<file path="config.mk">
export PLATFORM = sky130hd
export DESIGN_NAME = renode_mem_arbiter
export DESIGN_NICKNAME = d
export VERILOG_FILES = /design/src/rtl/renode_arb_pkg.sv /design/src/rtl/renode_rr_arbiter.sv /design/src/rtl/renode_mem_arbiter.sv
export SDC_FILE = /design/constraint.sdc
export NUM_CORES = 1
export LEC_CHECK = 0
export CAP_MARGIN = 25
export CORE_AREA = 2 2 204 206
export CTS_CLUSTER_DIAMETER = 60
export DETAILED_ROUTE_END_ITERATION = 6
export DIE_AREA = 0 0 206 208
export SLEW_MARGIN = 5
export SYNTH_ARGS = -nofsm -noshare
export SYNTH_HDL_FRONTEND = slang
export SYNTH_SLANG_ARGS = --single-unit
</file>
<file path="constraint.sdc">
create_clock -name clk_i -period 4.55 [get_ports clk_i]
set_input_delay 0.91 -clock clk_i [delete_from_list [all_inputs] [get_ports clk_i]]
set_output_delay 0.91 -clock clk_i [all_outputs]
set_load 0.02 [all_outputs]
</file>
<file path="src/rtl/renode_arb_pkg.sv">
// Shared types and byte-enable decode for the Renode memory bridge arbiter.
package renode_arb_pkg;

   localparam int unsigned BeWidth  = 4;
   localparam int unsigned BusWidth = 32;

   typedef enum logic [1:0] {
      IDLE      = 2'd0,
      ISSUE     = 2'd1,
      WAIT_RESP = 2'd2,
      RESPOND   = 2'd3
   } arb_state_e;

   // Numbered to match the Renode byte/word/doubleword access actions
   typedef enum logic [1:0] {
      BYTE    = 2'd0,
      WORD16  = 2'd1,
      DWORD32 = 2'd2
   } access_size_e;

   typedef struct packed {
      logic         legal;
      access_size_e size;
      logic [1:0]   offset;
   } be_decode_t;

   function automatic be_decode_t decode_be(input logic [BeWidth-1:0] be);
      be_decode_t d;
      d.legal  = 1'b1;
      d.size   = BYTE;
      d.offset = 2'd0;
      case (be)
         4'b0001: d.offset = 2'd0;
         4'b0010: d.offset = 2'd1;
         4'b0100: d.offset = 2'd2;
         4'b1000: d.offset = 2'd3;
         4'b0011: d.size   = WORD16;
         4'b1100: begin
            d.size   = WORD16;
            d.offset = 2'd2;
         end
         4'b1111: d.size   = DWORD32;
         default: d.legal  = 1'b0;
      endcase
      return d;
   endfunction

   function automatic logic [BusWidth-1:0] be_mask(input logic [BeWidth-1:0] be);
      logic [BusWidth-1:0] m;
      m = '0;
      for (int unsigned b = 0; b < BeWidth; b++) begin
         m[b*8 +: 8] = {8{be[b]}};
      end
      return m;
   endfunction

endpackage

</file>
<file path="src/rtl/renode_rr_arbiter.sv">
// Round-robin pointer and one-hot grant; the pointer moves to the winner when advance_i is high.
module renode_rr_arbiter
   import renode_arb_pkg::*;
#(
   parameter int unsigned NumPorts = 4
) (
   input  logic                        clk_i,
   input  logic                        rst_ni,
   input  logic [NumPorts-1:0]         req_i,
   input  logic                        advance_i,
   output logic [NumPorts-1:0]         gnt_o,
   output logic [$clog2(NumPorts)-1:0] gnt_idx_o
);

   localparam int unsigned IdxWidth = $clog2(NumPorts);

   logic [IdxWidth-1:0] ptr_q;

   // Search starts at the port after the last granted one
   always_comb begin
      int unsigned idx;
      logic        found;
      gnt_o     = '0;
      gnt_idx_o = '0;
      found     = 1'b0;
      idx       = 0;
      for (int unsigned i = 1; i <= NumPorts; i++) begin
         idx = 32'(ptr_q) + i;
         if (idx >= NumPorts) idx = idx - NumPorts;
         if (!found && req_i[IdxWidth'(idx)]) begin
            found                  = 1'b1;
            gnt_o[IdxWidth'(idx)]  = 1'b1;
            gnt_idx_o              = IdxWidth'(idx);
         end
      end
   end

   always_ff @(posedge clk_i or negedge rst_ni) begin
      if (!rst_ni) begin
         ptr_q <= IdxWidth'(NumPorts - 1);
      end else if (advance_i && (|req_i)) begin
         ptr_q <= gnt_idx_o;
      end
   end

endmodule

</file>
<file path="src/rtl/renode_mem_arbiter.sv">
// Serialises NumPorts TCDM requesters onto the single Renode memory bridge channel.
// Optional features: RENODE_ARB_TIMEOUT_EN (response watchdog), RENODE_ARB_ASSERT_EN (protocol assertion).
module renode_mem_arbiter
   import renode_arb_pkg::*;
#(
   parameter int unsigned NumPorts      = 4,
   parameter int unsigned AddrWidth     = 32,
   parameter int unsigned DataWidth     = 32,
   parameter int unsigned TimeoutCycles = 1024
) (
   input  logic                            clk_i,
   input  logic                            rst_ni,
   input  logic [NumPorts-1:0]             req_i,
   input  logic [NumPorts*AddrWidth-1:0]   addr_i,
   input  logic [NumPorts-1:0]             we_i,
   input  logic [NumPorts*BeWidth-1:0]     be_i,
   input  logic [NumPorts*DataWidth-1:0]   wdata_i,
   output logic [NumPorts-1:0]             gnt_o,
   output logic [NumPorts-1:0]             rvalid_o,
   output logic [NumPorts*DataWidth-1:0]   rdata_o,
   output logic [NumPorts-1:0]             err_o,
   output logic                            m_req_valid_o,
   input  logic                            m_req_ready_i,
   output logic [AddrWidth-1:0]            m_addr_o,
   output logic                            m_we_o,
   output logic [1:0]                      m_size_o,
   output logic [DataWidth-1:0]            m_wdata_o,
   input  logic                            m_resp_valid_i,
   input  logic [DataWidth-1:0]            m_rdata_i,
   input  logic                            m_err_i,
   output logic                            busy_o
);

   localparam int unsigned IdxWidth = $clog2(NumPorts);

   if (DataWidth != 32) begin : g_bad_data_width
      $error("renode_mem_arbiter: DataWidth must be 32");
   end
   if (NumPorts < 2 || NumPorts > 16) begin : g_bad_num_ports
      $error("renode_mem_arbiter: NumPorts must be in 2..16");
   end
   if (TimeoutCycles < 1) begin : g_bad_timeout
      $error("renode_mem_arbiter: TimeoutCycles must be at least 1");
   end

   arb_state_e            state_q;
   logic [NumPorts-1:0]   rr_gnt;
   logic [IdxWidth-1:0]   rr_idx;
   logic                  advance;
   logic [NumPorts-1:0]   owner_q;
   logic [NumPorts-1:0]   rvalid_q;
   logic [BeWidth-1:0]    be_q;
   logic [1:0]            offset_q;
   logic [BusWidth-1:0]   resp_data_q;
   logic                  resp_err_q;
   logic                  timeout_hit;

   logic [AddrWidth-1:0]  sel_addr;
   logic                  sel_we;
   logic [BeWidth-1:0]    sel_be;
   logic [DataWidth-1:0]  sel_wdata;
   be_decode_t            sel_dec;
   logic [BusWidth-1:0]   rd_aligned;

   assign advance = (state_q == IDLE);

   renode_rr_arbiter #(
      .NumPorts (NumPorts)
   ) u_rr (
      .clk_i     (clk_i),
      .rst_ni    (rst_ni),
      .req_i     (req_i),
      .advance_i (advance),
      .gnt_o     (rr_gnt),
      .gnt_idx_o (rr_idx)
   );

   // Grant is only offered in IDLE and is suppressed while reset is held
   assign gnt_o = (advance && rst_ni) ? rr_gnt : '0;

   assign sel_addr  = addr_i[rr_idx*AddrWidth +: AddrWidth];
   assign sel_we    = we_i[rr_idx];
   assign sel_be    = be_i[rr_idx*BeWidth +: BeWidth];
   assign sel_wdata = wdata_i[rr_idx*DataWidth +: DataWidth];
   assign sel_dec   = decode_be(sel_be);

   // Move the response back onto its byte lanes and blank lanes outside be
   assign rd_aligned = (m_rdata_i << {offset_q, 3'b000}) & be_mask(be_q);

`ifdef RENODE_ARB_TIMEOUT_EN
   localparam int unsigned CntWidth = $clog2(TimeoutCycles + 1);
   logic [CntWidth-1:0] to_cnt_q;

   always_ff @(posedge clk_i or negedge rst_ni) begin
      if (!rst_ni) begin
         to_cnt_q <= '0;
      end else if (state_q == ISSUE || state_q == WAIT_RESP) begin
         to_cnt_q <= to_cnt_q + CntWidth'(1);
      end else begin
         to_cnt_q <= '0;
      end
   end

   assign timeout_hit = (to_cnt_q >= CntWidth'(TimeoutCycles - 1));
`else
   assign timeout_hit = 1'b0;
`endif

   always_ff @(posedge clk_i or negedge rst_ni) begin
      if (!rst_ni) begin
         state_q       <= IDLE;
         owner_q       <= '0;
         rvalid_q      <= '0;
         be_q          <= '0;
         offset_q      <= '0;
         resp_data_q   <= '0;
         resp_err_q    <= 1'b0;
         m_req_valid_o <= 1'b0;
         m_addr_o      <= '0;
         m_we_o        <= 1'b0;
         m_size_o      <= '0;
         m_wdata_o     <= '0;
         busy_o        <= 1'b0;
      end else begin
         case (state_q)
            IDLE: begin
               if (|req_i) begin
                  owner_q  <= rr_gnt;
                  be_q     <= sel_be;
                  offset_q <= sel_dec.offset;
                  busy_o   <= 1'b1;
                  if (sel_dec.legal) begin
                     state_q       <= ISSUE;
                     m_req_valid_o <= 1'b1;
                     m_addr_o      <= (sel_addr & ~AddrWidth'(3)) | AddrWidth'(sel_dec.offset);
                     m_we_o        <= sel_we;
                     m_size_o      <= sel_dec.size;
                     m_wdata_o     <= sel_wdata >> {sel_dec.offset, 3'b000};
                  end else begin
                     state_q     <= RESPOND;
                     rvalid_q    <= rr_gnt;
                     resp_data_q <= '0;
                     resp_err_q  <= 1'b1;
                  end
               end
            end
            ISSUE: begin
               if (m_req_ready_i) begin
                  state_q       <= WAIT_RESP;
                  m_req_valid_o <= 1'b0;
               end else if (timeout_hit) begin
                  state_q       <= RESPOND;
                  m_req_valid_o <= 1'b0;
                  rvalid_q      <= owner_q;
                  resp_data_q   <= '0;
                  resp_err_q    <= 1'b1;
               end
            end
            WAIT_RESP: begin
               if (m_resp_valid_i) begin
                  state_q     <= RESPOND;
                  rvalid_q    <= owner_q;
                  resp_data_q <= rd_aligned;
                  resp_err_q  <= m_err_i;
               end else if (timeout_hit) begin
                  state_q     <= RESPOND;
                  rvalid_q    <= owner_q;
                  resp_data_q <= '0;
                  resp_err_q  <= 1'b1;
               end
            end
            RESPOND: begin
               state_q     <= IDLE;
               rvalid_q    <= '0;
               resp_data_q <= '0;
               resp_err_q  <= 1'b0;
               busy_o      <= 1'b0;
            end
            default: begin
               state_q <= IDLE;
               busy_o  <= 1'b0;
            end
         endcase
      end
   end

   // Response payload appears only on the owner's lane while rvalid is high
   for (genvar p = 0; p < NumPorts; p++) begin : g_resp
      assign rdata_o[p*DataWidth +: DataWidth] = rvalid_q[p] ? resp_data_q : '0;
      assign err_o[p]                          = rvalid_q[p] & resp_err_q;
   end
   assign rvalid_o = rvalid_q;

`ifdef RENODE_ARB_ASSERT_EN
   resp_outside_wait: assert property (@(posedge clk_i) disable iff (!rst_ni)
      m_resp_valid_i |-> (state_q == WAIT_RESP))
      else $error("renode_mem_arbiter: m_resp_valid_i outside WAIT_RESP");
`endif

endmodule
</file>
==> reports/qor.txt <==
Critical Path RT = 3.64 ns
pin count of the biggest net entering global routing = 58
#FFs+latches synth = 120
Clk pwr share = 9.8%
Switching Share = 48.3%
Top FF cell, synth = dfrtp_1
initial antenna violation count = 2
leading cell type in the layout, fill and taps excluded = clkdlybuf4s50_1
kind of end point of the critical path = primary output
WL/cell = 21.8 um
vias per cell = 5.02
internal power = 6.99 mW
Worst Path Max Fanout = 9
flop-to-flop setup slack = 0.45 ns
initial drt markers = 603
kind of cell adding the most delay to the critical path = buffers and inverters
leakage power = 6.28 nW
area delta synth->final = 68.0%
Yosys cell types = 65
GPL Wtd Cong = 0.883
max_slew headroom = 47.1%
R2R Path End = m_wdata_o[5]
reg2reg path depth = 14
first-pass GRT wire length = 66.6 mm
sequential power share = 14.7%
Worst-Skew Late Latency = 0.43 ns
Fmax = 225 MHz
post-CTS setup buffer count = 0
IO Count = 526
Worst Tran Pin Value = 0.783 ns
CTS tree = done
Tcrit/Tclk final = 97.5%
Final Hold Viols = 0
Syn Nets = 1,354
Std-Cell Core Area = 40,600 um^2
Setup Viol. Count Final = 0
IO buf count = 517
most frequent cells in the layout = clkdlybuf4s50_1 (515), and2_1 (133), dfrtp_1 (118)
DRT Pass-1 Iters = 5
cells along the critical path = clkdlybuf4s50_1 -> or3b_4 -> a2111o_1 -> nand2_1 -> buf_4 -> a221oi_2 -> nor2_1 -> clkdlybuf4s50_1
Slew Viols, Final = 0
GRT Util Overall = 20.5%
post-synth top area cell = dfrtp_1
Num CTS Buffers = 17
peak supply drop = 0.605 mV
max incr delay on CP = 0.63 ns
width of the chip = 206 um
Setup WS post-layout = 0.114 ns
Nets = 1,861
Worst setup SP type = primary input
worst hold path class = in2async
hpwl dp = 35.9 mm
Via Count = 10,400
DIE AREA = 42,800 um^2
dpl ws = -0.0319 ns
Syn Std Cell Area = 9880 um^2
Comb power frac = 75.4%
outcome = complete, no violations
Mean Syn Cell Area = 9.65 um^2
clock transition at the registers of the reported paths = 0.07 ns
layout cell share with drive strength beyond 1 = 15.8%
Async SR Flop Fraction = 100%
TritonCTS Sinks = 120
WP data arrival = 3.53 ns
ANT nets after route = 0
clock buffer depth = 2
vias in the first global route = 10,500
Syn Inst Count = 1,024
slowest cell on the critical path = clkdlybuf4s50_1
pwr dens = 814 nW/um^2
clk_skew = 0.0183 ns
Reg-to-Reg Start = u_rr.ptr_q[0]
Routed WL = 45.3 mm
yosys warns = 0
share of the yosys chip area belonging to registers = 30.4%
chip height = 208 um
Net Sw Power = 6.52 mW
Critical path buffers and inverters = 3
grt total ovfl = 0
# H-tree levels = 4
post-layout min period = 4.44 ns
Overall Power = 13.5 mW
top cells by area, synth = dfrtp_1 (30%), mux4_2 (15%), and2_1 (8.4%), mux2_2 (4.9%), nand2_1 (3.6%)
Crit path top cell by count = clkdlybuf4s50_1
share of the synthesized area in the top cell type = 29.9%
Max-Cap Viols = 0
DRC errors left = 0
hold_ws = 0.328 ns
EDFF count, synth = 0
WS Path Type = in2out
starting density of the core = 24.4%
Rows = 74
root buffer cell = clkbuf_16
kinds of logic (layout without fill, tap and decap cells):
logic type	count (synthesis)	after routing	synth area share (%)
other	0	1	0
DFF	120	120	30.4
adders and majority gates	13	13	1.65
and+or+nand+nor	357	357	18.9
AOI/OAI and AO/OA	276	276	19.6
buffers and inverters	113	633	5.27
xor gates and xnor gates	2	2	0.253
muxes	143	143	23.9
sequential cells by signal (all words and copies together), names as in the netlist:
signal         flops
rvalid_o           4
be_q               4
busy_o             1
state_q            2
m_we_o             1
resp_data_q       32
owner_q            4
m_addr_o          32
offset_q           2
u_rr.ptr_q         2
m_wdata_o         32
m_size_o           2
resp_err_q         1
m_req_valid_o      1
stage by stage:
step | util (%) | area [um^2] | cells | setup TNS, ns
4_1_cts | 40.9 | 16600 | 2076 | 0
5_1_grt | 40.9 | 16600 | 2077 | -0.00300
3_5_place_dp | 39.5 | 16000 | 2044 | -0.257
3_3_place_gp | 39.2 | 15900 | 2040 | 0
6_report | 40.9 | 16600 | 2077 | 0
2_1_floorplan | - | 9880 | 1024 | 0
worst register-to-register path, delay by kind of cell, from the launching register on:
family	cells	cell delay, ns
compound gates	4	0.80
xor+xnor	1	0.12
buf+inv	5	1.23
flops	1	0.52
mux	2	1.03
simple gates	2	0.28
layer usage:
| layer | wire, um | vias to the layer above | track usage, % |
|---|---|---|---|
| li1 | - | 4837 | - |
| met1 | 17800 | 5082 | 24.2 |
| met2 | 23600 | 473 | 37.4 |
| met3 | 2920 | 40 | 4.35 |
| met4 | 845 | 2 | 5.27 |
| met5 | 17 | - | 0 |
cells in the mapped netlist (all sizes together) (2+ instances only):
master	n
nor4	2
o211ai	34
mux2	53
o31ai	27
nand3	10
nor3	19
mux4	66
a21o	8
o21ai	66
nand2b	3
ha	13
o21a	17
or2	4
a221oi	14
nand2	96
dfrtp	118
or3	6
a22oi	4
buf	42
o22ai	8
clkbuf	57
o221ai	4
mux2i	24
a211oi	42
nor2b	13
nor2	51
o2bb2ai	2
a32oi	8
nand4	8
or3b	2
dfstp	2
a21oi	25
and2	134
a31oi	9
nor3b	6
a41oi	2
inv	14
power by group through the flow:
stage | combinational (mW) | sequential (mW) | clock, mW
2_1_floorplan | 6.18 | 2.22 | 0
3_3_place_gp | 9.92 | 2.07 | 0
3_5_place_dp | 10.2 | 2.01 | 0
4_1_cts | 10.2 | 2.00 | 1.37
5_1_grt | 10.9 | 2.06 | 1.41
6_report | 10.2 | 1.99 | 1.33
final cells by class:
type | count | area [um^2]
clock inverter | 14 | 128
fill | 4001 | 24000
antenna | 1 | 2.50
timing repair buffer | 587 | 5920
sequential | 120 | 3010
tap | 532 | 666
multi-input combinational | 791 | 6400
clock buffer | 18 | 429
inverter | 14 | 52.6
how the worst max path moves through the flow:
stage	slack, ns	from	endpoint	cells past startpoint
floorplan	0.04	u_rr.ptr_q[0]	m_addr_o[3]	15
global placement	0.05	req_i[1]	gnt_o[3]	8
detailed placement	-0.03	req_i[1]	resp_data_q[31]	13
CTS	0.03	req_i[1]	gnt_o[2]	8
global route	-0.003	req_i[1]	gnt_o[3]	8
finish	0.11	req_i[1]	gnt_o[2]	8
repair_timing:
action	in CTS	in global routing
setup endpoints to repair	0	4
resized for setup	0	4
hold buffers	0	0
No activity file was read; power rests on OpenSTA's default activity.
